[src/rtl/mips_pkg.sv]
// Shared definitions for the MULT/MULTU sequencer: operand width and FSM encoding.
package mips_pkg;

  localparam int MULT_W = 32;

  typedef enum logic [2:0] {
    IDLE   = 3'd0,
    CALC   = 3'd1,
    NEG_LO = 3'd2,
    NEG_HI = 3'd3,
    DONE   = 3'd4
  } mult_state_t;

  function automatic logic state_is_busy(input mult_state_t st);
    return (st == CALC) || (st == NEG_LO) || (st == NEG_HI);
  endfunction

endpackage

[src/rtl/mult_seq_if.sv]
// Launch/result bundle between the control unit (master) and the multiplier (slave).
interface mult_seq_if #(
  parameter int WIDTH = 32
);

  logic             start;
  logic             is_signed;
  logic [WIDTH-1:0] a;
  logic [WIDTH-1:0] b;
  logic             busy;
  logic             done;
  logic [WIDTH-1:0] hi;
  logic [WIDTH-1:0] lo;

  modport master (
    output start, is_signed, a, b,
    input  busy, done, hi, lo
  );

  modport slave (
    input  start, is_signed, a, b,
    output busy, done, hi, lo
  );

endinterface

[src/rtl/mult_seq_adder.sv]
// WIDTH-bit ripple-carry adder built from a chain of 1-bit full-adder cells.
module ripple_adder #(
  parameter int WIDTH = 32
) (
  input  logic [WIDTH-1:0] x,
  input  logic [WIDTH-1:0] y,
  input  logic             cin,
  output logic [WIDTH-1:0] sum,
  output logic             cout
);

  // Per-cell carry nets keep the chain free of a self-referencing vector.
  for (genvar i = 0; i < WIDTH; i++) begin : g_bit
    logic ci;
    logic co;
    if (i == 0) begin : g_first
      assign ci = cin;
    end else begin : g_chain
      assign ci = g_bit[i-1].co;
    end
    assign sum[i] = x[i] ^ y[i] ^ ci;
    assign co     = (x[i] & y[i]) | (ci & (x[i] ^ y[i]));
  end

  assign cout = g_bit[WIDTH-1].co;

endmodule

[src/rtl/mult_seq.sv]
// Shift-add multiplier for MULT/MULTU: one shared adder, fixed WIDTH+2 cycle latency.
//
// state  | meaning
// IDLE   | waiting for start; hi/lo hold the last product
// CALC   | WIDTH shift-add steps on magnitudes
// NEG_LO | lo <= acc_lo, negated when the product sign is negative
// NEG_HI | hi <= acc_hi, negated with the borrow from NEG_LO
// DONE   | one-cycle done pulse; start here relaunches directly
module mult_seq
  import mips_pkg::*;
#(
  parameter int WIDTH = MULT_W
) (
  input  logic      clk,
  input  logic      rst_n,
  mult_seq_if.slave bus
);

  localparam int            CW       = $clog2(WIDTH);
  localparam logic [CW-1:0] CNT_LAST = CW'(WIDTH - 1);

  mult_state_t      state;
  logic [CW-1:0]    cnt;
  logic [WIDTH-1:0] mcand;
  logic [WIDTH-1:0] acc_hi;
  logic [WIDTH-1:0] acc_lo;
  logic             neg;
  logic             borrow;

  logic [WIDTH-1:0] add_x;
  logic [WIDTH-1:0] add_y;
  logic             add_cin;
  logic [WIDTH-1:0] add_sum;
  logic             add_cout;

  logic [WIDTH-1:0] mag_a;
  logic [WIDTH-1:0] mag_b;
  logic             launch_neg;

  // -2^(W-1) negates to itself, which read unsigned is the correct magnitude.
  always_comb begin
    mag_a      = (bus.is_signed && bus.a[WIDTH-1]) ? (~bus.a + WIDTH'(1)) : bus.a;
    mag_b      = (bus.is_signed && bus.b[WIDTH-1]) ? (~bus.b + WIDTH'(1)) : bus.b;
    launch_neg = bus.is_signed & (bus.a[WIDTH-1] ^ bus.b[WIDTH-1]);
  end

  always_comb begin
    add_x   = acc_hi;
    add_y   = acc_lo[0] ? mcand : '0;
    add_cin = 1'b0;
    case (state)
      NEG_LO: begin
        add_x   = ~acc_lo;
        add_y   = '0;
        add_cin = 1'b1;
      end
      NEG_HI: begin
        add_x   = ~acc_hi;
        add_y   = '0;
        add_cin = borrow;
      end
      default: ;
    endcase
  end

  ripple_adder #(
    .WIDTH(WIDTH)
  ) u_adder (
    .x   (add_x),
    .y   (add_y),
    .cin (add_cin),
    .sum (add_sum),
    .cout(add_cout)
  );

  always_ff @(posedge clk or negedge rst_n) begin
    if (!rst_n) begin
      state  <= IDLE;
      cnt    <= '0;
      mcand  <= '0;
      acc_hi <= '0;
      acc_lo <= '0;
      neg    <= 1'b0;
      borrow <= 1'b0;
      bus.busy <= 1'b0;
      bus.done <= 1'b0;
      bus.hi   <= '0;
      bus.lo   <= '0;
    end else begin
      bus.done <= 1'b0;
      case (state)
        IDLE, DONE: begin
          if (bus.start) begin
            mcand    <= mag_a;
            acc_hi   <= '0;
            acc_lo   <= mag_b;
            neg      <= launch_neg;
            cnt      <= '0;
            state    <= CALC;
            bus.busy <= 1'b1;
          end else begin
            state    <= IDLE;
            bus.busy <= 1'b0;
          end
        end
        CALC: begin
          {acc_hi, acc_lo} <= {add_cout, add_sum, acc_lo[WIDTH-1:1]};
          cnt <= cnt + CW'(1);
          if (cnt == CNT_LAST) begin
            state <= NEG_LO;
          end
        end
        NEG_LO: begin
          if (neg) begin
            bus.lo <= add_sum;
            borrow <= add_cout;
          end else begin
            bus.lo <= acc_lo;
            borrow <= 1'b0;
          end
          state <= NEG_HI;
        end
        NEG_HI: begin
          bus.hi   <= neg ? add_sum : acc_hi;
          state    <= DONE;
          bus.busy <= 1'b0;
          bus.done <= 1'b1;
        end
        default: begin
          state    <= IDLE;
          bus.busy <= state_is_busy(IDLE);
        end
      endcase
    end
  end

endmodule

[src/flat_wrapper.sv]
// flat-port wrapper written by rule: the top's interface ports become plain ports
module mult_seq_flat import mips_pkg::*;
#(
  parameter int WIDTH = MULT_W
)
  (clk, rst_n, bus_start, bus_is_signed, bus_a, bus_b, bus_busy, bus_done, bus_hi, bus_lo);
  mult_seq_if #(.WIDTH(WIDTH)) bus_i ();
  input  logic clk;
  input  logic rst_n;
  input wire logic [$bits(bus_i.start)-1:0] bus_start;
  input wire logic [$bits(bus_i.is_signed)-1:0] bus_is_signed;
  input wire logic [$bits(bus_i.a)-1:0] bus_a;
  input wire logic [$bits(bus_i.b)-1:0] bus_b;
  output wire logic [$bits(bus_i.busy)-1:0] bus_busy;
  output wire logic [$bits(bus_i.done)-1:0] bus_done;
  output wire logic [$bits(bus_i.hi)-1:0] bus_hi;
  output wire logic [$bits(bus_i.lo)-1:0] bus_lo;
  assign bus_i.start = bus_start;
  assign bus_i.is_signed = bus_is_signed;
  assign bus_i.a = bus_a;
  assign bus_i.b = bus_b;
  assign bus_busy = bus_i.busy;
  assign bus_done = bus_i.done;
  assign bus_hi = bus_i.hi;
  assign bus_lo = bus_i.lo;
  mult_seq #(.WIDTH(WIDTH)) u_core (.clk(clk), .rst_n(rst_n), .bus(bus_i));
endmodule
[config.mk]
export PLATFORM = sky130hd
export DESIGN_NAME = mult_seq_flat
export DESIGN_NICKNAME = d
export VERILOG_FILES = /design/src/rtl/mips_pkg.sv /design/src/rtl/mult_seq_if.sv /design/src/rtl/mult_seq_adder.sv /design/src/rtl/mult_seq.sv /design/src/flat_wrapper.sv
export SDC_FILE = /design/constraint.sdc
export NUM_CORES = 1
export LEC_CHECK = 0
export ABC_CLOCK_PERIOD_IN_PS = 26700
export CELL_PAD_IN_SITES_DETAIL_PLACEMENT = 1
export CELL_PAD_IN_SITES_GLOBAL_PLACEMENT = 2
export CORE_UTILIZATION = 42
export CTS_CLUSTER_DIAMETER = 120
export DETAILED_ROUTE_END_ITERATION = 16
export DONT_BUFFER_PORTS = 1
export PLACE_DENSITY_LB_ADDON = 0.1
export SLEW_MARGIN = 10
export SYNTH_ARGS = -nofsm -noshare
export SYNTH_HDL_FRONTEND = slang
export SYNTH_SLANG_ARGS = --single-unit
[constraint.sdc]
create_clock -name clk -period 26.7 [get_ports clk]
set_input_delay 5.34 -clock clk [delete_from_list [all_inputs] [get_ports clk]]
set_output_delay 5.34 -clock clk [all_outputs]
set_load 0.02 [all_outputs]
==> results.ini, run 1 <==
[floorplanning]
initial_core_util=0.430
die_width_um=155
die_area_sq_um=23900
ioPinCount=134
die_y_um=155
row_count=55
core_sq_um=22700

[synth]
synth_top_area_frac=0.440
synthDistinctLibCells=46
synthFlopType=dfrtp_1
syn_inst=1113
synth_seq_cells=172
yosys-top-cells-area=dfrtp_1 44%, o21ai_0 10%, nand2_1 8.6%
postSynth.asyncResetShare=1.00
syn_avg_cell_area_sq_um=8.78
yosysMostFrequentCell=nand2_1
synth_common_cells=223 x nand2_1, 205 x o21ai_0, 172 x dfrtp_1
synth_edf_count=0
ys_seq_area_frac=0.440
synth_top_cell_by_area=dfrtp_1
synth_area_sq_um=9770
syn-num-nets=1217
ys_warn_count=0

[routing]
drtAntennaViolNets=0
drt_wl_total_um=28000
route.detailed.drc=0
routedWlPerCell_um=20.6
dr.pass1.iters=5
num_vias=7875
drt_iter0_markers=404
avgViaCountPerCell=5.80

[worst_hold_path]
hp-start=u_core.cnt[3]
whs_path_depth=1
hold_path_end=u_core.cnt[3]
worstHoldPathType=flop to flop

[worst_setup_path]
cp-startpoint=u_core.state[2]
slowest_stage=and2_1
path_common_cell=fa_1
worstSetupEndpointType=flop
worstSetupPathType=flop to flop
startpoint_type=flop
rr_startpoint=u_core.state[2]
r2r_cells=40
worstPathRequired_ns=26.97
critPathArrivalTime_ns=14.94
r2r_slack_ns=12.03
rr_endpoint=u_core.bus.hi[31]
max_stage_delay_ns=0.79
cp_max_fo=31

[timing]
slew_viol_final=0
fin_tns_setup_ns=0
period_needed_ns=14.67
tightest_slew_ns=1.17
final-setup-viol-count=0
slew_headroom=0.217
setup_slack_ns=12.03
hold_viol_final=0
skew_ns=0.0108
fmax_mhz=68.2
rsz0062_at_grt=no
timing.final.crit_share=0.549

[final_layout]
drive_above_1_share=0.0494
syn2layout_area_growth_pct=7.31
stdcell_count=1358
diodes=0
fin_nets=1165

[clock_tree]
cts_setup_buffers=0
clkSinkCount=172
post_cts_resized=0
cts_tree=done
cts.clk_slew.worst_paths_ns=0.06
cts_buffer_depth=2
cts_inserted_buffers=17
htree_num_levels=4
cts_root_buffer=clkbuf_16
clk_latency_ns=0.44
hold_buffers=0

[global_routing]
antenna_found_initial=0
grt_use_total=0.248
overflow=0
grt_max_degree=173
first_global_vias=7961
grt_pass1_wl_um=45600

[run_status]
status=finished clean

[placement]
dpl_worst_slack_ns=12.10
place_congestion=0.845
dp_hpwl_um=20300
port_buffers=0
dp.cells=1327

[pwr]
ir_drop_mv=0.0570
power_density_nw_per_um2=114
p_leak_uw=0.00411
total_power_uw=1190

[job]
cap_violations=0

[how the worst max path moves through the flow]
| stage | endpoint |
|---|---|
| finish | u_core.bus.hi[31] |
| global route | u_core.bus.lo[31] |
| CTS | u_core.bus.hi[31] |
| detailed placement | u_core.bus.hi[31] |
| global placement | u_core.bus.hi[31] |
| floorplan | u_core.bus.hi[31] |
[through the flow]
step	util	hold WS (ns)	area, sq um
2_1_floorplan	-	0.443	9770
3_3_place_gp	0.437	0.471	9920
3_5_place_dp	0.437	0.483	9920
4_1_cts	0.462	0.490	10500
5_1_grt	0.462	0.541	10500
6_report	0.462	0.494	10500
[worst max-delay path, delay by kind of cell, from the launching register on]
family	cells	cell delay (ns)
AO/OA/AOI/OAI	2	0.20
adder cells (fa/ha/maj)	32	12.59
buffers and inverters	2	0.13
flip-flops	1	0.39
AND/OR/NAND/NOR	4	1.18
[final cells by class]
type	count	area, sq um
Sequential cell	172	4310
Clock buffer	20	457
Tap cell	285	357
Inverter	17	63.8
Fill cell	2651	12200
Multi-Input combinational cell	843	5120
Clock inverter	11	111
Timing Repair Buffer	10	75.1
[registers in the layout, indices dropped and copies added, names as in the netlist]
register,count
u_core.acc_lo,32
u_core.acc_hi,32
u_core.bus.lo,32
u_core.borrow,1
u_core.neg,1
u_core.bus.done,1
u_core.bus.hi,32
u_core.bus.busy,1
u_core.cnt,5
u_core.state,3
u_core.mcand,32
[metal layers]
layer  GRT usage  vias to the layer above  share of wire  wire [um]
met2       0.353                      177           0.42      11600
met3      0.0488                       23          0.053       1490
li1            -                     3810              -          -
met1       0.384                     3865           0.52      14500
met4      0.0603                        0          0.013        354
met5           0                        -              0          0
[placed cells by master, fill, tap and decap left out, types with 31 or more instances in the layout]
cell | netlist | final
nor2b_1 | 32 | 32
a21oi_1 | 47 | 47
dfrtp_1 | 172 | 170
nor2_1 | 45 | 44
fa_1 | 32 | 32
xnor2_1 | 34 | 34
nand2_1 | 223 | 220
a22oi_1 | 31 | 31
a211oi_1 | 32 | 32
o21ai_0 | 205 | 205
[where the power goes]
part           total [uW]  internal, uW  leakage [uW]  switching, uW
logic                 464           181       0.00176            282
registers             485           360       0.00208            125
clock network         243           134      0.000262            109
[cells by family (layout without fill, tap and decap cells)]
group                    count (synthesis)  after routing  synth area share
AND/OR/NAND/NOR                        377            377             0.174
AO/OA/AOI/OAI                          364            364             0.214
flip-flops                             172            172             0.440
buffers and inverters                   98             58            0.0383
XOR/XNOR                                45             45            0.0403
adder cells (fa/ha/maj)                 36             36            0.0707
multiplexers                            21             21            0.0216
(Power assumes the default switching activity.)
==> run 2: changes to the inputs <==
--- a/config.mk
+++ b/config.mk
@@ -5,10 +5,10 @@
 export SDC_FILE = /design/constraint.sdc
 export NUM_CORES = 1
 export LEC_CHECK = 0
-export ABC_CLOCK_PERIOD_IN_PS = 26700
+export ABC_CLOCK_PERIOD_IN_PS = 15000
 export CELL_PAD_IN_SITES_DETAIL_PLACEMENT = 1
 export CELL_PAD_IN_SITES_GLOBAL_PLACEMENT = 2
-export CORE_UTILIZATION = 42
+export CORE_UTILIZATION = 39
 export CTS_CLUSTER_DIAMETER = 120
 export DETAILED_ROUTE_END_ITERATION = 16
 export DONT_BUFFER_PORTS = 1
==> constraint.sdc (replaced) <==
create_clock -name clk -period 15 [get_ports clk]
set_input_delay 3 -clock clk [delete_from_list [all_inputs] [get_ports clk]]
set_output_delay 3 -clock clk [all_outputs]
set_load 0.02 [all_outputs]
==> run 2 against run 1 <==
Worst hold slack better by 0.0029 ns. Sequential power is 80% higher. Global-route usage shrank 1.9 points. Sequential share of layout area shrank 0.33 points. Non-clock buffer count increased by 3. First-iteration DRC count up 5.9%. Via count is 0.63% higher. Final cell count up 3.1%. Count of clock-buffer cells in the layout down 2. Final area up 0.80%. Critical path depth stayed put. Highest routed layer unchanged.
==> results.ini, run 2 (same netlist as run 1, synthesis figures left out) <==
[final_layout]
stdcell_count=1400
fin_nets=1168
diodes=0
syn2layout_area_growth_pct=8.17
layout.area.seq_sq_um=4310
nFillCells=2835
drive_above_1_share=0.0530
mostFrequentLayoutCells=220 x nand2_1, 205 x o21ai_0, 170 x dfrtp_1
multi_input_comb_area_sq_um=5120
layout_commonest_cell=nand2_1

[worst_setup_path]
startpoint_type=flop
worstPathRequired_ns=15.29
r2r_cells=40
worstSetupPathType=flop to flop
slowest_stage=fa_1
crit_family=adder cells
worstSetupEndpointType=flop
critPathArrivalTime_ns=14.61
cp_max_fo=16
cp-startpoint=u_core.state[2]
path_common_cell=fa_1
rr_startpoint=u_core.state[2]
max_stage_delay_ns=0.51
cp-endpoint=u_core.bus.hi[31]
r2r_slack_ns=0.68
rr_endpoint=u_core.bus.hi[31]
cp_num_buf_inv=2
crit_cells=40

[placement]
place_congestion=0.828
dp.cells=1369
dp_hpwl_um=21100
port_buffers=0

[floorplanning]
core_sq_um=24500
row_count=57
ioPinCount=134
initial_core_util=0.400
die_area_sq_um=25700
die_width_um=160
die_y_um=160

[routing]
routedWlPerCell_um=20.5
dr.pass1.iters=4
drtAntennaViolNets=0
avgViaCountPerCell=5.66
route.detailed.drc=0
drt_wl_total_um=28800
num_vias=7925
drt_iter0_markers=428

[pwr]
ir_drop_mv=0.0812
p_leak_uw=0.00413
power_density_nw_per_um2=203
total_power_uw=2140

[clock_tree]
post_cts_resized=0
cts_root_buffer=clkbuf_16
hold_buffers=0
clkSinkCount=172
htree_num_levels=4
cts.clk_slew.worst_paths_ns=0.07
clk_latency_ns=0.43
cts_buffer_depth=2
cts_tree=done
cts_setup_buffers=0
cts_inserted_buffers=17

[timing]
period_needed_ns=14.32
slew_viol_final=0
timing.final.crit_share=0.955
fin_tns_setup_ns=0
slew_headroom=0.224
tightest_slew_ns=1.16
final-setup-viol-count=0
skew_ns=0.0184
fmax_mhz=69.8
whs_ns=0.497
rsz0062_at_grt=no
hold_viol_final=0

[global_routing]
grt_max_degree=173
first_global_vias=8061
grt_use_total=0.229
antenna_found_initial=0
overflow=0
grt_pass1_wl_um=46200

[worst_hold_path]
whs_path_depth=2
worstHoldPathType=flop to flop

[job]
cap_violations=0

[run_status]
status=finished clean

[run 2: layout make-up]
class                   instances  area share
clock buffers                  18      0.0415
clock inverters                13      0.0134
inverters                      17     0.00604
multi-input cells             843       0.484
flip-flops and latches        172       0.407
repair buffers                 13     0.00923
well taps                     324      0.0383
[run 2: worst min-delay path: stages, from the launching register on]
cell     delay, ns
dfrtp_1       0.35
nand2_1       0.05
o21ai_0       0.06
[run 2: through the flow]
step	worst slack, ns	util	cell area [sq um]
3_3_place_gp	0.974	0.408	9990
3_5_place_dp	0.779	0.408	9990
2_1_floorplan	1.22	-	9770
6_report	0.681	0.432	10600
4_1_cts	0.707	0.432	10600
5_1_grt	0.152	0.432	10600
[run 2: routing by layer]
layer,up-vias,part of all wire,track usage
met5,-,0,0
met4,0,0.0085,0.0494
met3,17,0.054,0.0496
met2,181,0.41,0.325
met1,3912,0.53,0.354
li1,3815,-,-
[run 2: power by group]
group	total [uW]	internal [uW]	switching, uW
clock network	445	250	195
registers	872	640	232
logic	828	325	502
[run 2: worst min path at each step]
stage | startpoint | end | slack [ns]
after floorplan | u_core.borrow | u_core.borrow | 0.44
after detailed placement | u_core.mcand[0] | u_core.mcand[0] | 0.48
after global routing | u_core.cnt[3] | u_core.cnt[3] | 0.55
after global placement | u_core.mcand[0] | u_core.mcand[0] | 0.48
final | u_core.mcand[0] | u_core.mcand[0] | 0.50
after CTS | u_core.mcand[0] | u_core.mcand[0] | 0.50
